[config.mk]
export PLATFORM = sky130hd
export DESIGN_NAME = seq_mul4
export DESIGN_NICKNAME = d
export VERILOG_FILES = /design/src/rtl/seq_mul4_pkg.sv /design/src/rtl/mul_add4.sv /design/src/rtl/seq_mul4.sv
export SDC_FILE = /design/constraint.sdc
export NUM_CORES = 1
export LEC_CHECK = 0
export ABC_CLOCK_PERIOD_IN_PS = 1800
export CAP_MARGIN = 20
export CORE_ASPECT_RATIO = 0.5
export CORE_MARGIN = 5
export CORE_UTILIZATION = 45
export CTS_CLUSTER_SIZE = 24
export DETAILED_ROUTE_END_ITERATION = 6
export DONT_BUFFER_PORTS = 1
export GPL_TIMING_DRIVEN = 0
export SLEW_MARGIN = 20
export SYNTH_ARGS = -nofsm -noshare
export SYNTH_HDL_FRONTEND = slang
export SYNTH_SLANG_ARGS = --single-unit
[constraint.sdc]
create_clock -name clk -period 1.8 [get_ports clk]
set_clock_uncertainty 0.2 [all_clocks]
set_input_delay 0.18 -clock clk [delete_from_list [all_inputs] [get_ports clk]]
set_output_delay 0.18 -clock clk [all_outputs]
set_load 0.01 [all_outputs]
[src/rtl/seq_mul4_pkg.sv]
// Shared types and helpers for the sequential shift-and-add multiplier.
// Optional zero flag on the multiplier is enabled with MUL_ZERO_FLAG_EN.
package seq_mul4_pkg;

    localparam int MUL_WIDTH_DEF = 4;

    typedef enum logic [1:0] {
        IDLE = 2'b00,
        RUN  = 2'b01,
        DONE = 2'b10
    } mul_state_t;

    // Smallest n with 2**n > w, so a counter of n bits can reach w.
    function automatic int mulCntW(input int w);
        int n;
        n = 1;
        while ((1 << n) <= w) begin
            n = n + 1;
        end
        return n;
    endfunction

endpackage

[src/rtl/mul_add4.sv]
// Combinational WIDTH-bit carry adder shared by every multiply iteration.
// Carry-out is exposed so the accumulator never loses its top bit.
module mul_add4 #(
    parameter int WIDTH = 4
) (
    input  logic [WIDTH-1:0] a,
    input  logic [WIDTH-1:0] b,
    input  logic             cin,
    output logic [WIDTH-1:0] sum,
    output logic             cout
);

    logic [WIDTH:0] total;

    assign total = {1'b0, a} + {1'b0, b} + {{WIDTH{1'b0}}, cin};
    assign sum   = total[WIDTH-1:0];
    assign cout  = total[WIDTH];

endmodule

[src/rtl/seq_mul4.sv]
// Multi-cycle unsigned shift-and-add multiplier with start/done handshake.
// Define MUL_ZERO_FLAG_EN to add the registered zero output.
module seq_mul4
    import seq_mul4_pkg::*;
#(
    parameter int WIDTH = MUL_WIDTH_DEF,
    parameter int CNT_W = mulCntW(WIDTH)
) (
    input  logic               clk,
    input  logic               rst,
    input  logic               start,
    input  logic [WIDTH-1:0]   a,
    input  logic [WIDTH-1:0]   b,
    output logic               ready,
    output logic               busy,
    output logic               done,
    output logic [2*WIDTH-1:0] product
`ifdef MUL_ZERO_FLAG_EN
    ,
    output logic               zero
`endif
);

    mul_state_t state;
    mul_state_t stateNext;

    logic [WIDTH-1:0]   m;
    logic [WIDTH-1:0]   acc;
    logic [WIDTH-1:0]   q;
    logic [CNT_W-1:0]   count;
    logic [WIDTH-1:0]   addB;
    logic [WIDTH-1:0]   sum;
    logic               cout;
    logic               lastIter;
    logic [2*WIDTH-1:0] finalProd;

    assign addB      = q[0] ? m : '0;
    assign lastIter  = (count == CNT_W'(WIDTH - 1));
    // The shifted {c,S,Q} after the last iteration is the full product.
    assign finalProd = {cout, sum, q[WIDTH-1:1]};

    mul_add4 #(
        .WIDTH(WIDTH)
    ) uAdd (
        .a   (acc),
        .b   (addB),
        .cin (1'b0),
        .sum (sum),
        .cout(cout)
    );

    always_ff @(posedge clk) begin
        if (rst) begin
            state <= IDLE;
        end else begin
            state <= stateNext;
        end
    end

    always_comb begin
        stateNext = state;
        unique case (state)
            IDLE: begin
                if (start) begin
                    stateNext = RUN;
                end
            end
            RUN: begin
                if (lastIter) begin
                    stateNext = DONE;
                end
            end
            DONE: begin
                stateNext = IDLE;
            end
            default: begin
                stateNext = IDLE;
            end
        endcase
    end

    assign ready = (state == IDLE);
    assign busy  = (state == RUN);
    assign done  = (state == DONE);

    always_ff @(posedge clk) begin
        if (rst) begin
            m       <= '0;
            acc     <= '0;
            q       <= '0;
            count   <= '0;
            product <= '0;
        end else begin
            case (state)
                IDLE: begin
                    if (start) begin
                        m     <= a;
                        q     <= b;
                        acc   <= '0;
                        count <= '0;
                    end
                end
                RUN: begin
                    acc   <= {cout, sum[WIDTH-1:1]};
                    q     <= {sum[0], q[WIDTH-1:1]};
                    count <= count + 1'b1;
                    if (lastIter) begin
                        product <= finalProd;
                    end
                end
                default: begin
                end
            endcase
        end
    end

`ifdef MUL_ZERO_FLAG_EN
    always_ff @(posedge clk) begin
        if (rst) begin
            zero <= 1'b1;
        end else if (state == RUN && lastIter) begin
            zero <= (finalProd == '0);
        end
    end
`endif

endmodule

### Yosys cells after proc, flatten, opt, wreduce, memory -nomap -nowiden

Index checks and enable logic that the tools add are counted.

* flip-flop bits (word level): 25
* input port bits: 11
* logic and storage cells: 29

* add/sub/neg operators: 2
* eq/ne operators: 5
* mux-type cells: 10
* reductions and logical operators: 6

Operators by type and width (number)
* one-hot mux 4 bit (2 select lines): 2
* 2-to-1 mux 4 bit: 3
* AND reduction 2 bit: 4
* one-hot mux 3 bit (2 select lines): 1
* adder 4 x 4 -> 5 bit: 1
* 2-to-1 mux 2 bit: 2
* one-hot mux 2 bit (2 select lines): 1
* adder 3 x 1 -> 3 bit, second input constant: 1
* equality test 3 x 2 -> 1 bit, second input constant: 1
* 2-to-1 mux 3 bit: 1
* equality test 2 x 1 -> 1 bit, second input constant: 1
* equality test 2 bit, second input constant: 1
* zero test 2 bit: 1
* != test 2 x 1 -> 1 bit, second input constant: 1
* != test 2 bit, second input constant: 1
* nonzero test 2 bit: 1

### Longest topological paths before layout

Gate-level depths: netlist of the first run.

* depth in word-level cells: 3
* depth in mapped cells: 6
* mapped depth without buffers: 6

### Cells and area by module

A second synthesis of the first run with hierarchy kept.

* cells, all modules: 132
* area total of the unflattened synthesis: 1163.6 µm²

Modules (own cells, without submodules)
* seq_mul4: times used 1, cells an instance 116, area an instance 1019.7 µm²
* mul_add4: times used 1, cells an instance 16, area an instance 143.9 µm²

### Least setup slack after synthesis of the first run

OpenSTA, ideal clock, no wires.

* path type: register to register
* from: register q[0]
* to: register product[7]
* setup time: 0.134 ns
* arrival time: 1.494 ns
* slack: -0.028 ns
* stages on the path, launching flop included: 7
* buffers on the path: 0
* clock period less this slack: 1.828 ns
* path through: dfxtp_1 and2_1 ha_1 fa_1 a21o_1 a21oi_1 a211oi_1

* longest elaborated chain between the ends: 2

Ends and longest elaborated chain
* from (decl): line seq_mul4.sv:29 `logic [WIDTH-1:0] q;`
* from (signal assigned): line seq_mul4.sv:105 `q <= {sum[0], q[WIDTH-1:1]};`
* 2-to-1 mux 4 bit: line seq_mul4.sv:37 `assign addB = q[0] ? m : '0;`
* adder 4 x 4 -> 5 bit: line mul_add4.sv:15 `assign total = {1'b0, a} + {1'b0, b} + {{WIDTH{1'b0}}, cin};`
* to (signal assigned): line seq_mul4.sv:108 `product <= finalProd;`
* to (decl): line seq_mul4.sv:17 `output logic [2*WIDTH-1:0] product`

No other way between the ends.
A chain may end at the register's enable or synchronous reset.

### Worst setup path in the final report of the first run

* from: register q[0]
* to: register acc[3]

* longest elaborated chain between the ends: 3

Ends and longest elaborated chain
* 2-to-1 mux 4 bit: line seq_mul4.sv:37
* adder 4 x 4 -> 5 bit: line mul_add4.sv:15
* one-hot mux 4 bit (2 select lines): line seq_mul4.sv:94 `case (state)`
* to (signal assigned): line seq_mul4.sv:104 `acc <= {cout, sum[WIDTH-1:1]};`
* to (decl): line seq_mul4.sv:28 `logic [WIDTH-1:0] acc;`

No other way between the ends.

==> impl_summary.log, run 1 <==
INFO  metric synth_area = 0.001182 mm2
INFO  metric remaining_drc_errors = 0
INFO  metric vias_in_the_first_global_route = 913
INFO  metric hold_path_startpoint = start
INFO  metric h-tree-depth = 1
INFO  metric worst_setup_hold_path_clk_slew = 0.09 ns
INFO  metric reg2reg_setup_slack = 0.004 ns
INFO  metric gr-total-overflow = 0
INFO  metric post_synth_main_area_contributors = dfxtp_1 42%, nand2_1 7.6%, ha_1 6.3%
INFO  metric via_per_inst = 5.335
INFO  metric async_reset_ff_frac = 0
INFO  metric post_route_cells_drive_above_1_share = 0.1589
INFO  metric maxSlewHeadroom = 0.6166
INFO  metric synthesis.area_per_instance = 8.758 um2
INFO  metric maxCapViolCount = 0
INFO  metric worst_hold_path_type = input port to flip-flop
INFO  metric worst_hold_slack = 0.08278 ns
INFO  metric synth_enable_flop_cells = 0
INFO  metric drt_first_pass_iters = 4
INFO  metric net_count_after_synthesis = 153
INFO  metric final_hpwl_dp = 1834 um
INFO  metric finalNetCount = 170
INFO  metric avgRoutedWirePerCell = 14.11 um
INFO  metric grt_util_met2 = 0.2309
INFO  metric start_util = 0.4630
INFO  metric timing.final.crit_period = 1.796 ns
INFO  metric setup.worst_path.start = q[0]$_SDFFE_PP0P_
INFO  metric global_route.peak_usage_layer = met2
INFO  metric setup_tns = 0 ns
INFO  metric globalRouteMet3Util = 0.05469
INFO  metric endpoint_kind = flip-flop
INFO  metric total_power = 0.001057 W
INFO  metric die_height = 46.25 um
INFO  metric run_status = completed
INFO  metric yosys_register_bits = 25
INFO  metric skew_pair_late_insertion_delay = 0.27 ns
INFO  metric placed_cell_areas = 0.001231 mm2
INFO  metric synthMostInstantiatedCell = dfxtp_1
INFO  metric postLayoutCellArea = 0.001444 mm2
INFO  metric rows = 13
INFO  metric min_to = acc[3]$_SDFFE_PP0P_
INFO  metric crit_path_max_incr_delay = 0.37 ns
INFO  metric critical_path.startpoint_type = flip-flop
INFO  metric leakagePower = 0.5738 nW
INFO  metric place.port_buffers = 0
INFO  metric ys_types = 34
INFO  metric filler_cell_count = 253
INFO  metric cts_tree = done
INFO  metric synth_top_area_share = 0.4233
INFO  metric place_congestion = 0.8187
INFO  metric yosysSeqAreaShare = 0.4233
INFO  metric ctsRootBufferMaster = clkbuf_8
INFO  metric netlist.top_cell.by_area = dfxtp_1
INFO  metric final_max_slew_viol_count = 0
INFO  metric r2r-end = acc[3]$_SDFFE_PP0P_
INFO  metric timing.fmax = 556.8 MHz
INFO  metric ir_drop = 0.0002796 V
INFO  metric global_route_wire_length_before_repair = 4422 um
INFO  metric syn_inst = 135
INFO  metric dr.first_iter.drc_count = 44
INFO  metric total_core_area = 0.002554 mm2
INFO  metric worstMarginPinSlew = 0.5752 ns
INFO  metric power.density = 731.9 mW/mm2
INFO  metric critical_path.reg2reg.startpoint = q[0]$_SDFFE_PP0P_
INFO  metric area.growth.synth_to_final = 22.12%
INFO  metric worst-path-max-fanout = 5
INFO  metric crit_path_cell_trace = and2_4, ha_4, fa_2, a21o_1, a21oi_2, o32ai_2
INFO  metric floorplan.die_area = 0.003815 mm2
INFO  metric synth_warnings = 0
INFO  metric report.final.setup_viol = 0
INFO  metric ios = 22
INFO  metric slowest_stage = dfxtp_4
INFO  metric groute.usage.overall = 0.1579
INFO  metric cts_buffers = 3
INFO  metric timing.critical_path.max_delay_family = adder cells
INFO  metric largest_net_degree_at_the_start_of_global_routing = 15
INFO  metric use_met1 = 0.2289
INFO  metric ys.flop_type = dfxtp_1
INFO  metric finalHoldViolCount = 0
INFO  metric detailroute.via_count = 1,003
INFO  metric die_w = 82.49 um
INFO  metric placed_cells = 172
INFO  metric path_buf_inv = 0
INFO  metric stdcell_count = 188
INFO  metric worst_r2r_path_depth = 6
INFO  metric rsz0062_at_grt = true
INFO  metric grt_antenna_before_repair = 0
INFO  metric worst_ep_required_time = 1.75 ns
INFO  metric finalCritPeriodShare = 0.9978
INFO  metric synth_top_cells_by_count = 25 x dfxtp_1, 24 x nand2_1, 14 x a21oi_1
INFO  metric drt_wl_total = 2652 um
INFO  metric drtAntennaViolNets = 0
INFO  metric critical_path_class = flip-flop to flip-flop
INFO  metric worst_hold_path_stage_count = 3
INFO  metric insertedDiodeCount = 0
INFO  metric worst-endpoint-arrival = 1.75 ns
INFO  metric cts_buffer_depth = 2
INFO  metric numClockSinks = 25
layer usage:
layer / vias up / share of wire / wire length (um)
met5: - / 0 / 0
met4: 0 / 0.0023 / 6
met3: 2 / 0.058 / 154
met2: 22 / 0.43 / 1148
met1: 475 / 0.51 / 1343
li1: 504 / - / -
logic make-up (layout without fill, tap and decap cells):
family | Yosys count | count (layout) | share of synthesized area
AND/OR/NAND/NOR | 61 | 61 | 0.2550
AO/OA/AOI/OAI | 28 | 28 | 0.1630
flip-flops | 25 | 25 | 0.4233
buffers and inverters | 12 | 28 | 0.06243
adder cells (fa/ha/maj) | 7 | 7 | 0.08042
XOR/XNOR | 1 | 1 | 0.007409
multiplexers | 1 | 1 | 0.008466
cell type report:
type | instances | area [um2] | area share
plain buffers | 9 | 62.56 | 0.04333
clock buffers | 3 | 41.29 | 0.02860
clock inverters | 1 | 5.005 | 0.003466
well taps | 37 | 46.29 | 0.03206
inverters | 3 | 11.26 | 0.007799
repair buffers | 12 | 115.1 | 0.07972
flip-flops and latches | 25 | 504.2 | 0.3492
multi-input cells | 98 | 658.1 | 0.4558
where the power goes:
group | internal [W] | switching [W]
Clock | 0.000155 | 0.000185
Sequential | 0.000572 | 0.0000137
Combinational | 0.0000601 | 0.0000712
layout by cell type (no fill, tap or decap), types with 2 or more instances in the layout:
cell type | synthesis | layout
ha_4 | 0 | 2
nand3_1 | 9 | 8
clkbuf_1 | 3 | 3
dfxtp_1 | 25 | 24
a21oi_1 | 14 | 12
ha_1 | 6 | 4
clkbuf_8 | 0 | 3
nand2b_1 | 3 | 3
nand2_1 | 24 | 24
buf_2 | 2 | 2
inv_1 | 3 | 3
nor2b_1 | 2 | 2
dlygate4sd3_1 | 0 | 10
and2_1 | 4 | 3
nor2_1 | 11 | 11
a21oi_2 | 0 | 2
buf_6 | 3 | 3
buf_4 | 1 | 3
a2111o_1 | 2 | 2
nand4_1 | 2 | 2
a311oi_1 | 4 | 4
metrics by stage:
step | utilization | setup WS, ns
2_1_floorplan | - | 0.02559
3_3_place_gp | 0.4821 | -0.1342
3_5_place_dp | 0.4821 | -0.1275
4_1_cts | 0.5492 | 0.001703
5_1_grt | 0.5654 | -0.08460
6_report | 0.5654 | 0.003983
timing repair:
item	4_1_cts	5_1_grt
resized for setup	5	5
pin swaps	3	2
buffers inserted	0	2
cloned	0	0
setup endpoints to repair	4	4
hold buffers	10	0
hold endpoints to repair	11	0
state kept, by name, indices dropped and copies added, names as in the netlist:
register / cells
state: 2
acc: 4
q: 4
product: 8
count: 3
m: 4
worst reg2reg max path, delay by kind of cell, from the launching register on:
| family | cells | cell delay [ns] |
|---|---|---|
| simple gates | 1 | 0.16 |
| compound gates | 3 | 0.44 |
| flops | 1 | 0.37 |
| fa+ha+maj | 2 | 0.50 |
how the worst max path moves through the flow:
stage	end	cells after the start	slack, ns
final	acc[3]$_SDFFE_PP0P_	6	0.004
after global routing	product[7]$_SDFFE_PP0P_	6	-0.08
after CTS	product[7]$_SDFFE_PP0P_	6	0.002
after detailed placement	product[7]$_SDFFE_PP0P_	6	-0.13
after global placement	product[7]$_SDFFE_PP0P_	6	-0.13
after floorplan	product[7]$_SDFFE_PP0P_	6	0.03
(Power assumes the default switching activity.)
==> run 2: changes to the inputs <==
--- a/config.mk
+++ b/config.mk
@@ -7,13 +7,16 @@
 export LEC_CHECK = 0
 export ABC_CLOCK_PERIOD_IN_PS = 1800
 export CAP_MARGIN = 20
+export CELL_PAD_IN_SITES_DETAIL_PLACEMENT = 0
+export CELL_PAD_IN_SITES_GLOBAL_PLACEMENT = 1
 export CORE_ASPECT_RATIO = 0.5
 export CORE_MARGIN = 5
-export CORE_UTILIZATION = 45
+export CORE_UTILIZATION = 41
 export CTS_CLUSTER_SIZE = 24
 export DETAILED_ROUTE_END_ITERATION = 6
 export DONT_BUFFER_PORTS = 1
 export GPL_TIMING_DRIVEN = 0
+export PLACE_DENSITY_LB_ADDON = 0.1
 export SLEW_MARGIN = 20
 export SYNTH_ARGS = -nofsm -noshare
 export SYNTH_HDL_FRONTEND = slang
==> run 2 against run 1 <==
Effect of this change:
- sequential share of layout area up 0.66 points
- global-route usage down 2.0 points
- routed wire length down 0.19%
- sequential power about the same
- flip-flop and latch count unchanged
- cell count down 1.1%
- core utilization down 3.7 points
- critical endpoint is now product[7]$_SDFFE_PP0P_
- largest cell class unchanged
- largest power group unchanged
==> impl_summary.log, run 2 (same netlist as run 1, synthesis figures left out) <==
INFO  metric run_status = completed (unchanged)
INFO  metric use_met1 = 0.1935 (was 0.2289)
INFO  metric critical_path.startpoint_type = flip-flop (unchanged)
INFO  metric vias_in_the_first_global_route = 842 (was 913)
INFO  metric report.final.setup_viol = 0 (unchanged)
INFO  metric multi_input_area = 643.1 um2 (was 658.1 um2)
INFO  metric ir_drop = 0.0003635 V (was 0.0002796 V)
INFO  metric area.growth.synth_to_final = 19.26% (was 22.12%)
INFO  metric skew_pair_late_insertion_delay = 0.27 ns (about the same)
INFO  metric ios = 22 (unchanged)
INFO  metric place_congestion = 0.7350 (was 0.8187)
INFO  metric finish.utilization = 0.5286 (was 0.5654)
INFO  metric timing.final.crit_period = 1.773 ns (was 1.796 ns)
INFO  metric path_buf_inv = 0 (unchanged)
INFO  metric worst_hold_path_type = input port to flip-flop (unchanged)
INFO  metric die_height = 47.98 um (was 46.25 um)
INFO  metric drt_wl_total = 2647 um (was 2652 um)
INFO  metric post_route_cells_drive_above_1_share = 0.1409 (was 0.1589)
INFO  metric numClockSinks = 25 (unchanged)
INFO  metric groute.usage.overall = 0.1382 (was 0.1579)
INFO  metric rsz0062_at_grt = true (unchanged)
INFO  metric rows = 13 (unchanged)
INFO  metric drtAntennaViolNets = 0 (unchanged)
INFO  metric stdcell_count = 186 (was 188)
INFO  metric critical_path_class = flip-flop to flip-flop (unchanged)
INFO  metric insertedDiodeCount = 0 (unchanged)
INFO  metric globalRouteMet3Util = 0.05326 (was 0.05469)
INFO  metric largest_net_degree_at_the_start_of_global_routing = 14 (was 15)
INFO  metric ctsRootBufferMaster = clkbuf_8 (unchanged)
INFO  metric crit_path_max_incr_delay = 0.35 ns (was 0.37 ns)
INFO  metric final_critical_path_setup_slack = 0.02736 ns (was 0.003983 ns)
INFO  metric filler_cell_count = 257 (was 253)
INFO  metric maxSlewHeadroom = 0.6660 (was 0.6166)
INFO  metric cts_tree = done (unchanged)
INFO  metric worst-endpoint-arrival = 1.71 ns (was 1.75 ns)
INFO  metric finalCritPeriodShare = 0.9848 (was 0.9978)
INFO  metric detailroute.via_count = 966 (was 1,003)
INFO  metric floorplan.die_area = 0.004123 mm2 (was 0.003815 mm2)
INFO  metric place.port_buffers = 0 (unchanged)
INFO  metric start_util = 0.4432 (was 0.4630)
INFO  metric endpoint_kind = flip-flop (unchanged)
INFO  metric worstMarginPinSlew = 0.5009 ns (was 0.5752 ns)
INFO  metric area.sequential = 501.7 um2 (was 504.2 um2)
INFO  metric largest_register_ffs = 8 (unchanged)
INFO  metric total_core_area = 0.002668 mm2 (was 0.002554 mm2)
INFO  metric final_max_slew_viol_count = 0 (unchanged)
INFO  metric die_w = 85.95 um (was 82.49 um)
INFO  metric drt_first_pass_iters = 4 (unchanged)
INFO  metric gr-total-overflow = 0 (unchanged)
INFO  metric finalNetCount = 168 (was 170)
INFO  metric placed_cells = 172 (unchanged)
INFO  metric worst_setup_hold_path_clk_slew = 0.09 ns (about the same)
INFO  metric via_per_inst = 5.194 (was 5.335)
INFO  metric maxCapViolCount = 0 (unchanged)
INFO  metric final_hpwl_dp = 1858 um (was 1834 um)
INFO  metric cts_buffer_depth = 2 (unchanged)
INFO  metric global_route.peak_usage_layer = met2 (unchanged)
INFO  metric crit_path_cell_trace = and2_4, ha_2, fa_2, a21o_1, a21oi_2, a211oi_1 (was and2_4, ha_4, fa_2, a21o_1, a21oi_2, o32ai_2)
INFO  metric power.density = 738.4 mW/mm2 (was 731.9 mW/mm2)
INFO  metric remaining_drc_errors = 0 (unchanged)
INFO  metric grt_antenna_before_repair = 0 (unchanged)
INFO  metric slowest_stage = fa_2 (was dfxtp_4)
INFO  metric worst_ep_required_time = 1.73 ns (was 1.75 ns)
INFO  metric pre_cts_ws = -0.09861 ns (was -0.1275 ns)
INFO  metric most-common-layout-cells = 24 x nand2_1, 24 x dfxtp_1, 12 x a21oi_1, 11 x nor2_1, 10 x dlygate4sd3_1 (unchanged)
INFO  metric timing.critical_path.max_delay_family = adder cells (unchanged)
INFO  metric h-tree-depth = 1 (unchanged)
INFO  metric timing.fmax = 564.1 MHz (was 556.8 MHz)
INFO  metric worst-path-max-fanout = 5 (unchanged)
INFO  metric registers.top_by_ff_count = product (unchanged)
INFO  metric avgRoutedWirePerCell = 14.23 um (was 14.11 um)
INFO  metric post_cts.repair.setup_buffers = 0 (unchanged)
INFO  metric global_route_wire_length_before_repair = 4222 um (was 4422 um)
INFO  metric finalHoldViolCount = 0 (unchanged)
INFO  metric dr.first_iter.drc_count = 33 (was 44)
INFO  metric grt_util_met2 = 0.2067 (was 0.2309)
INFO  metric leakagePower = 0.5580 nW (was 0.5738 nW)
INFO  metric cts_buffers = 3 (unchanged)
-- run 2: final timing paths --
path,startpoint,to,slack [ns],cells past startpoint
worst min-delay path,start,count[0]$_SDFFE_PP0P_,0.03,3
worst min register to register,m[1]$_SDFFE_PP0P_,m[1]$_SDFFE_PP0P_,0.25,2
worst max register to register,q[0]$_SDFFE_PP0P_,product[7]$_SDFFE_PP0P_,0.03,6
worst max-delay path,q[0]$_SDFFE_PP0P_,product[7]$_SDFFE_PP0P_,0.03,6
-- run 2: final cells by class --
class	count	area share
Timing Repair Buffer	10	0.07099
Buffer	9	0.04437
Sequential cell	25	0.3558
Inverter	3	0.007986
Tap cell	37	0.03283
Multi-Input combinational cell	98	0.4561
Clock buffer	4	0.03194
-- run 2: what timing repair did --
item,4_1_cts,5_1_grt
endpoints found under the setup margin,5,6
pin swaps,3,1
hold buffers,10,0
hold endpoints to repair,9,0
cloned,0,0
resized for setup,3,5
-- run 2: report_power, final --
part	switching, W	total, W	internal [W]	leakage (nW)
Sequential	0.0000121	0.000584	0.000572	0.204
Combinational	0.0000695	0.000127	0.0000574	0.332
Clock	0.000172	0.000330	0.000158	0.0228
-- run 2: through the flow --
stage,hold WS (ns),TNS (ns),power [W],cell area (um2)
4_1_cts,0.02707,-0.01740,0.001055,1384
5_1_grt,0.03827,-0.09042,0.001094,1410
6_report,0.02902,0,0.001041,1410
3_5_place_dp,0.1344,-0.1907,0.0007037,1231
3_3_place_gp,0.1344,-0.2107,0.0007030,1231
2_1_floorplan,0.1275,0,0.0006787,1185
-- run 2: worst min-delay path, stage by stage --
cell	delay [ns]
o21bai_1	0.09
mux2i_1	0.14
nor2_1	0.05
-- run 2: routing by layer --
layer | routed length (um) | share of wire
met1 | 1369 | 0.52
met2 | 1148 | 0.43
met3 | 120 | 0.045
met4 | 8 | 0.0030
met5 | 0 | 0
